**config.mk**
```make
export PLATFORM = sky130hd
export DESIGN_NAME = contador_controle
export DESIGN_NICKNAME = d
export VERILOG_FILES = /design/src/rtl/contador_controle.sv
export SDC_FILE = /design/constraint.sdc
export NUM_CORES = 1
export LEC_CHECK = 0
export BUFFER_PORTS_ARGS = -buffer_cell sky130_fd_sc_hd__buf_2
export CORE_ASPECT_RATIO = 1.25
export CORE_MARGIN = 2
export CORE_UTILIZATION = 45
export CTS_CLUSTER_DIAMETER = 40
export DETAILED_ROUTE_END_ITERATION = 8
export GPL_TIMING_DRIVEN = 0
export PLACE_DENSITY = 0.75
export SYNTH_ARGS = -nofsm -noshare
export SYNTH_HDL_FRONTEND = slang
export SYNTH_SLANG_ARGS = --single-unit
```
**constraint.sdc**
```tcl
create_clock -name clk -period 4.7 [get_ports clk]
set_clock_uncertainty 0.1 [all_clocks]
set_input_delay 0.47 -clock clk [delete_from_list [all_inputs] [get_ports clk]]
set_output_delay 0.47 -clock clk [all_outputs]
set_load 0.02 [all_outputs]
```
**src/rtl/contador_controle.sv**
```systemverilog
// Key-line sequencer: synchronises and debounces the raw keys, presents a stable vector to
// the decoder and accumulates the returned signed step into a saturating 8-bit total.
module contador_controle #(
  parameter int unsigned DEB_CYCLES = 4,
  parameter int unsigned CNT_W      = 8
) (
  input  logic       clk,
  input  logic       rst_n,
  input  logic       key_a,
  input  logic       key_b,
  input  logic       key_c,
  input  logic       key_d,
  input  logic       clr,
  output logic [3:0] keys_q,
  input  logic [7:0] step_in,
  output logic [7:0] total,
  output logic       step_valid,
  output logic       ovf,
  output logic       busy
);

  localparam logic [CNT_W-1:0] DebMax = CNT_W'(DEB_CYCLES);

  typedef enum logic [1:0] {StIdle, StDeb, StApply, StRel} state_e;

  state_e           state_q, state_d;
  logic [3:0]       sync1_q, sync1_d;
  logic [3:0]       sync2_q, sync2_d;
  logic [CNT_W-1:0] cnt_q, cnt_d;
  logic [3:0]       keys_d;
  logic [7:0]       total_q, total_d;
  logic             step_valid_q, step_valid_d;
  logic             ovf_q, ovf_d;
  logic             pressed;
  logic [8:0]       sum;

  // sync2_q is the synchronised key vector; cnt_q is how long it has held its current value
  assign pressed = |sync2_q[2:0];
  assign sum     = {total_q[7], total_q} + {step_in[7], step_in};

  always_comb begin
    sync1_d = {key_d, key_c, key_b, key_a};
    sync2_d = sync1_q;
    if (sync2_d != sync2_q) begin
      cnt_d = CNT_W'(1);
    end else if (cnt_q >= DebMax) begin
      cnt_d = DebMax;
    end else begin
      cnt_d = cnt_q + CNT_W'(1);
    end

    state_d      = state_q;
    keys_d       = keys_q;
    total_d      = total_q;
    ovf_d        = ovf_q;
    step_valid_d = 1'b0;

    unique case (state_q)
      StIdle: begin
        keys_d = 4'b0000;
        if (pressed) state_d = StDeb;
      end
      StDeb: begin
        if (!pressed) begin
          state_d = StIdle;
        end else if (cnt_q == DebMax) begin
          keys_d  = sync2_q;
          state_d = StApply;
        end
      end
      StApply: begin
        step_valid_d = 1'b1;
        state_d      = StRel;
        // The two top bits of the 9-bit sum disagree only on signed overflow
        case (sum[8:7])
          2'b01: begin
            total_d = 8'h7f;
            ovf_d   = 1'b1;
          end
          2'b10: begin
            total_d = 8'h80;
            ovf_d   = 1'b1;
          end
          default: total_d = sum[7:0];
        endcase
      end
      StRel: begin
        if (!pressed && cnt_q == DebMax) begin
          keys_d  = 4'b0000;
          state_d = StIdle;
        end
      end
    endcase

    if (clr) begin
      total_d = 8'h00;
      ovf_d   = 1'b0;
    end
  end

  always_ff @(posedge clk) begin
    if (!rst_n) begin
      state_q      <= StIdle;
      sync1_q      <= '0;
      sync2_q      <= '0;
      cnt_q        <= '0;
      keys_q       <= '0;
      total_q      <= '0;
      step_valid_q <= 1'b0;
      ovf_q        <= 1'b0;
    end else begin
      state_q      <= state_d;
      sync1_q      <= sync1_d;
      sync2_q      <= sync2_d;
      cnt_q        <= cnt_d;
      keys_q       <= keys_d;
      total_q      <= total_d;
      step_valid_q <= step_valid_d;
      ovf_q        <= ovf_d;
    end
  end

  assign total      = total_q;
  assign step_valid = step_valid_q;
  assign ovf        = ovf_q;
  assign busy       = (state_q != StIdle);

endmodule

```
==> impl_results.md <==
* Status: finished clean
* Mapped cell area at around 1500 sq um
* Synth Register Bits at 32
* Hold Crit Class: primary input to flip-flop
* Synth top area share at 41.5%
* Setup Fix Bufs, Post-CTS at 0
* Max incr delay on CP at 0.40 ns
* Total wire length at 2940 microns
* LEAKAGE at 0.000868 uW
* Row count at 23
* Synth area leaders: dfxtp_1 42%, ha_1 9.7%, xor2_1 3.4%
* Post-synthesis cell count at 162
* # clock sinks at 32
* Area Overhead vs Synth at 18.9%
* Final nets at between 200 and 250
* Hold-fix buffers, CTS at 0
* Synth cell types at 45
* Via density per instance at 5.28
* Core area at 3250 sq um
* Vias after detailed routing at 1262
* Setup TNS at 0 ns
* Worst-path fanout max at 10
* Register area share after synthesis at 41.5%
* IO Count at 30
* Number of port buffers at 28
* Filler Cell Count at 322
* Critical path's slowest cell: fa_1
* VDD IR max at 0.258 mV
* Final ANT Viol Nets at 0
* Critical Path Source Type: flip-flop
* Fin crit period at 3.09 ns
* Drt drc at 0
* Pins over their slew limit at 0
* Largest area contributor in the netlist: dfxtp_1
* Top-count cell post-synth: dfxtp_1
* Clock Tree Buf Depth at 2
* GRT Residual Overflow at 0
* Slew headroom at 66.2%
* Number of flops mapped to enable cells by yosys at 0
* CTS resizes at 0
* Clk_lat worst skew at 0.28 ns
* Power Density at just under 300 nW/um^2
* Unrepaired setup endpoints after global routing: no
* FF/Latch Area at roughly 640 sq um
* Share of layout cells above drive strength 1 at between 20% and 30%
* Total global-route track usage at 16.6%
* CP most frequent cell: ha_1
* Final setup vio count at 0
* Antenna cells at 0
* Yosys warns at 0
* Arrival time worst endpoint at 3.22 ns
* CTS tree: yes
* Multi-input gate area at 861 sq um
* Syn_area_per_cell at 9.52 sq um
* Async SR Flop Fraction at 0%
* Routed len/inst at 12.3 microns
* GPL Wtd Cong at 0.818
* Largest net degree at the start of global routing at 11
* Top FF cell, synth: dfxtp_1
* Worst Max-Slew Pin Slew at ~0.50 ns
* Final hold vios at 0
* First-pass DRT Iterations at 4
* Commonest cells in the netlist: 32 x dfxtp_1, 12 x ha_1, 10 x a21oi_1, 10 x o21ai_0
* Setup crit end kind: flip-flop
* Antenna violations before repair at 0
* TritonCTS buffer count at 5
* Area after DPL at 1740 sq um
* First-pass GRT wire length at 5090 microns
* Clk root buf: clkbuf_8
* Starting density of the core at 47.4%
* CP Class: flip-flop to flip-flop
* Die Area at 3920 sq um
* CTS H-Tree Depth at 2
* Post-Layout Inst Area at 1830 sq um
* Vias in the first global route at between 1000 and 1500
* Max_cap viols at 0
* Initial DRC count at between 40 and 50
* Die width at 56.4 microns
* Height of the die at 69.5 microns
* Fmax at between 300 and 400 MHz
* Reg clk slew, reported paths at about 0.060 ns
* Post-DP HPWL at 2280 microns
* Worst path required time at 4.83 ns
* Crit share post-route at 65.7%
* Crit path cell chain: ha_1 > inv_1 > fa_1 > nor2b_1 > o21ai_0 > a21oi_1 > or2_2 > a31oi_1 > ha_1 > clkbuf_1 > nand4b_1 > mux2_2 > nand2_1
## report_power, final
part	internal (uW)	total, uW	switching (uW)
registers	279	284	4.63
clock network	119	214	94.8
logic	19.1	43.5	24.4
total	417	541	124
## kinds of logic after synthesis
logic type | synth area share, %
AND/OR/NAND/NOR | 19.0
adder cells (fa/ha/maj) | 11.0
other | 0.243
AO/OA/AOI/OAI | 18.7
multiplexers | 0.730
flip-flops | 41.5
XOR/XNOR | 5.11
buffers and inverters | 3.65
## registers in the layout (all words and copies together) (netlist names), named ones only
signal,flops
step_valid,1
sync1_q,4
sync2_q,4
state_q,1
ovf,1
keys_q,4
cnt_q,8
total,8
## through the flow
stage	power [uW]	worst slack, ns	hold slack, ns	utilization (%)	cells
floorplan	319	1.90	0.354	-	166
global placement	332	1.49	0.363	53.6	231
detailed placement	333	1.45	0.363	53.6	231
CTS	545	1.62	0.287	56.4	239
global route	563	1.36	0.301	56.4	239
finish	541	1.61	0.294	56.4	239
## worst max-delay path: cells and delay by family (launching register included)
| family | cells | cell delay (ns) |
|---|---|---|
| flops | 1 | 0.36 |
| fa+ha+maj | 3 | 0.92 |
| buf+inv | 2 | 0.42 |
| compound gates | 3 | 0.46 |
| simple gates | 4 | 0.49 |
| mux | 1 | 0.29 |
## layer usage
layer  up-vias  wire length (microns)  global-route usage (%)
met5         -                      0                       0
met4         0                     53                    9.26
met3         6                    109                    5.22
met2        21                   1510                    27.8
met1       582                   1270                    18.3
li1        653                      -                       -
## final cells by class
| cell class | instances | share of cell area, % |
|---|---|---|
| Buffer | 4 | 1.23 |
| Clock buffer | 8 | 4.91 |
| Inverter | 9 | 1.84 |
| Multi-Input combinational cell | 121 | 46.9 |
| Sequential cell | 32 | 34.9 |
| Tap cell | 37 | 2.52 |
| Timing Repair Buffer | 28 | 7.64 |
## placed cells by master (no fill, tap or decap), drive strengths merged, types with 3 or more instances in the layout
| master | netlist | layout |
|---|---|---|
| nor2 | 9 | 9 |
| a21oi | 10 | 10 |
| xnor2 | 3 | 3 |
| or2 | 3 | 3 |
| xor2 | 6 | 6 |
| buf | 2 | 30 |
| o21ai | 12 | 12 |
| clkbuf | 2 | 10 |
| dfxtp | 32 | 32 |
| conb | 1 | 5 |
| nand2b | 5 | 5 |
| a32o | 4 | 4 |
| a31oi | 4 | 4 |
| nand2 | 7 | 7 |
| nand3 | 6 | 6 |
| inv | 9 | 9 |
| nor3 | 3 | 3 |
| and2 | 9 | 9 |
| ha | 12 | 12 |
## path summary, 6_finish.rpt
check	from	to	slack, ns	cells past startpoint
setup / recovery	total[0]	total[6]	1.61	13
hold / removal	key_c	sync1_q[2]	0.29	2
setup reg to reg	total[0]	total[6]	1.61	13
hold reg to reg	sync1_q[2]	sync2_q[2]	0.38	1
Power figures use the tool's default switching activity.
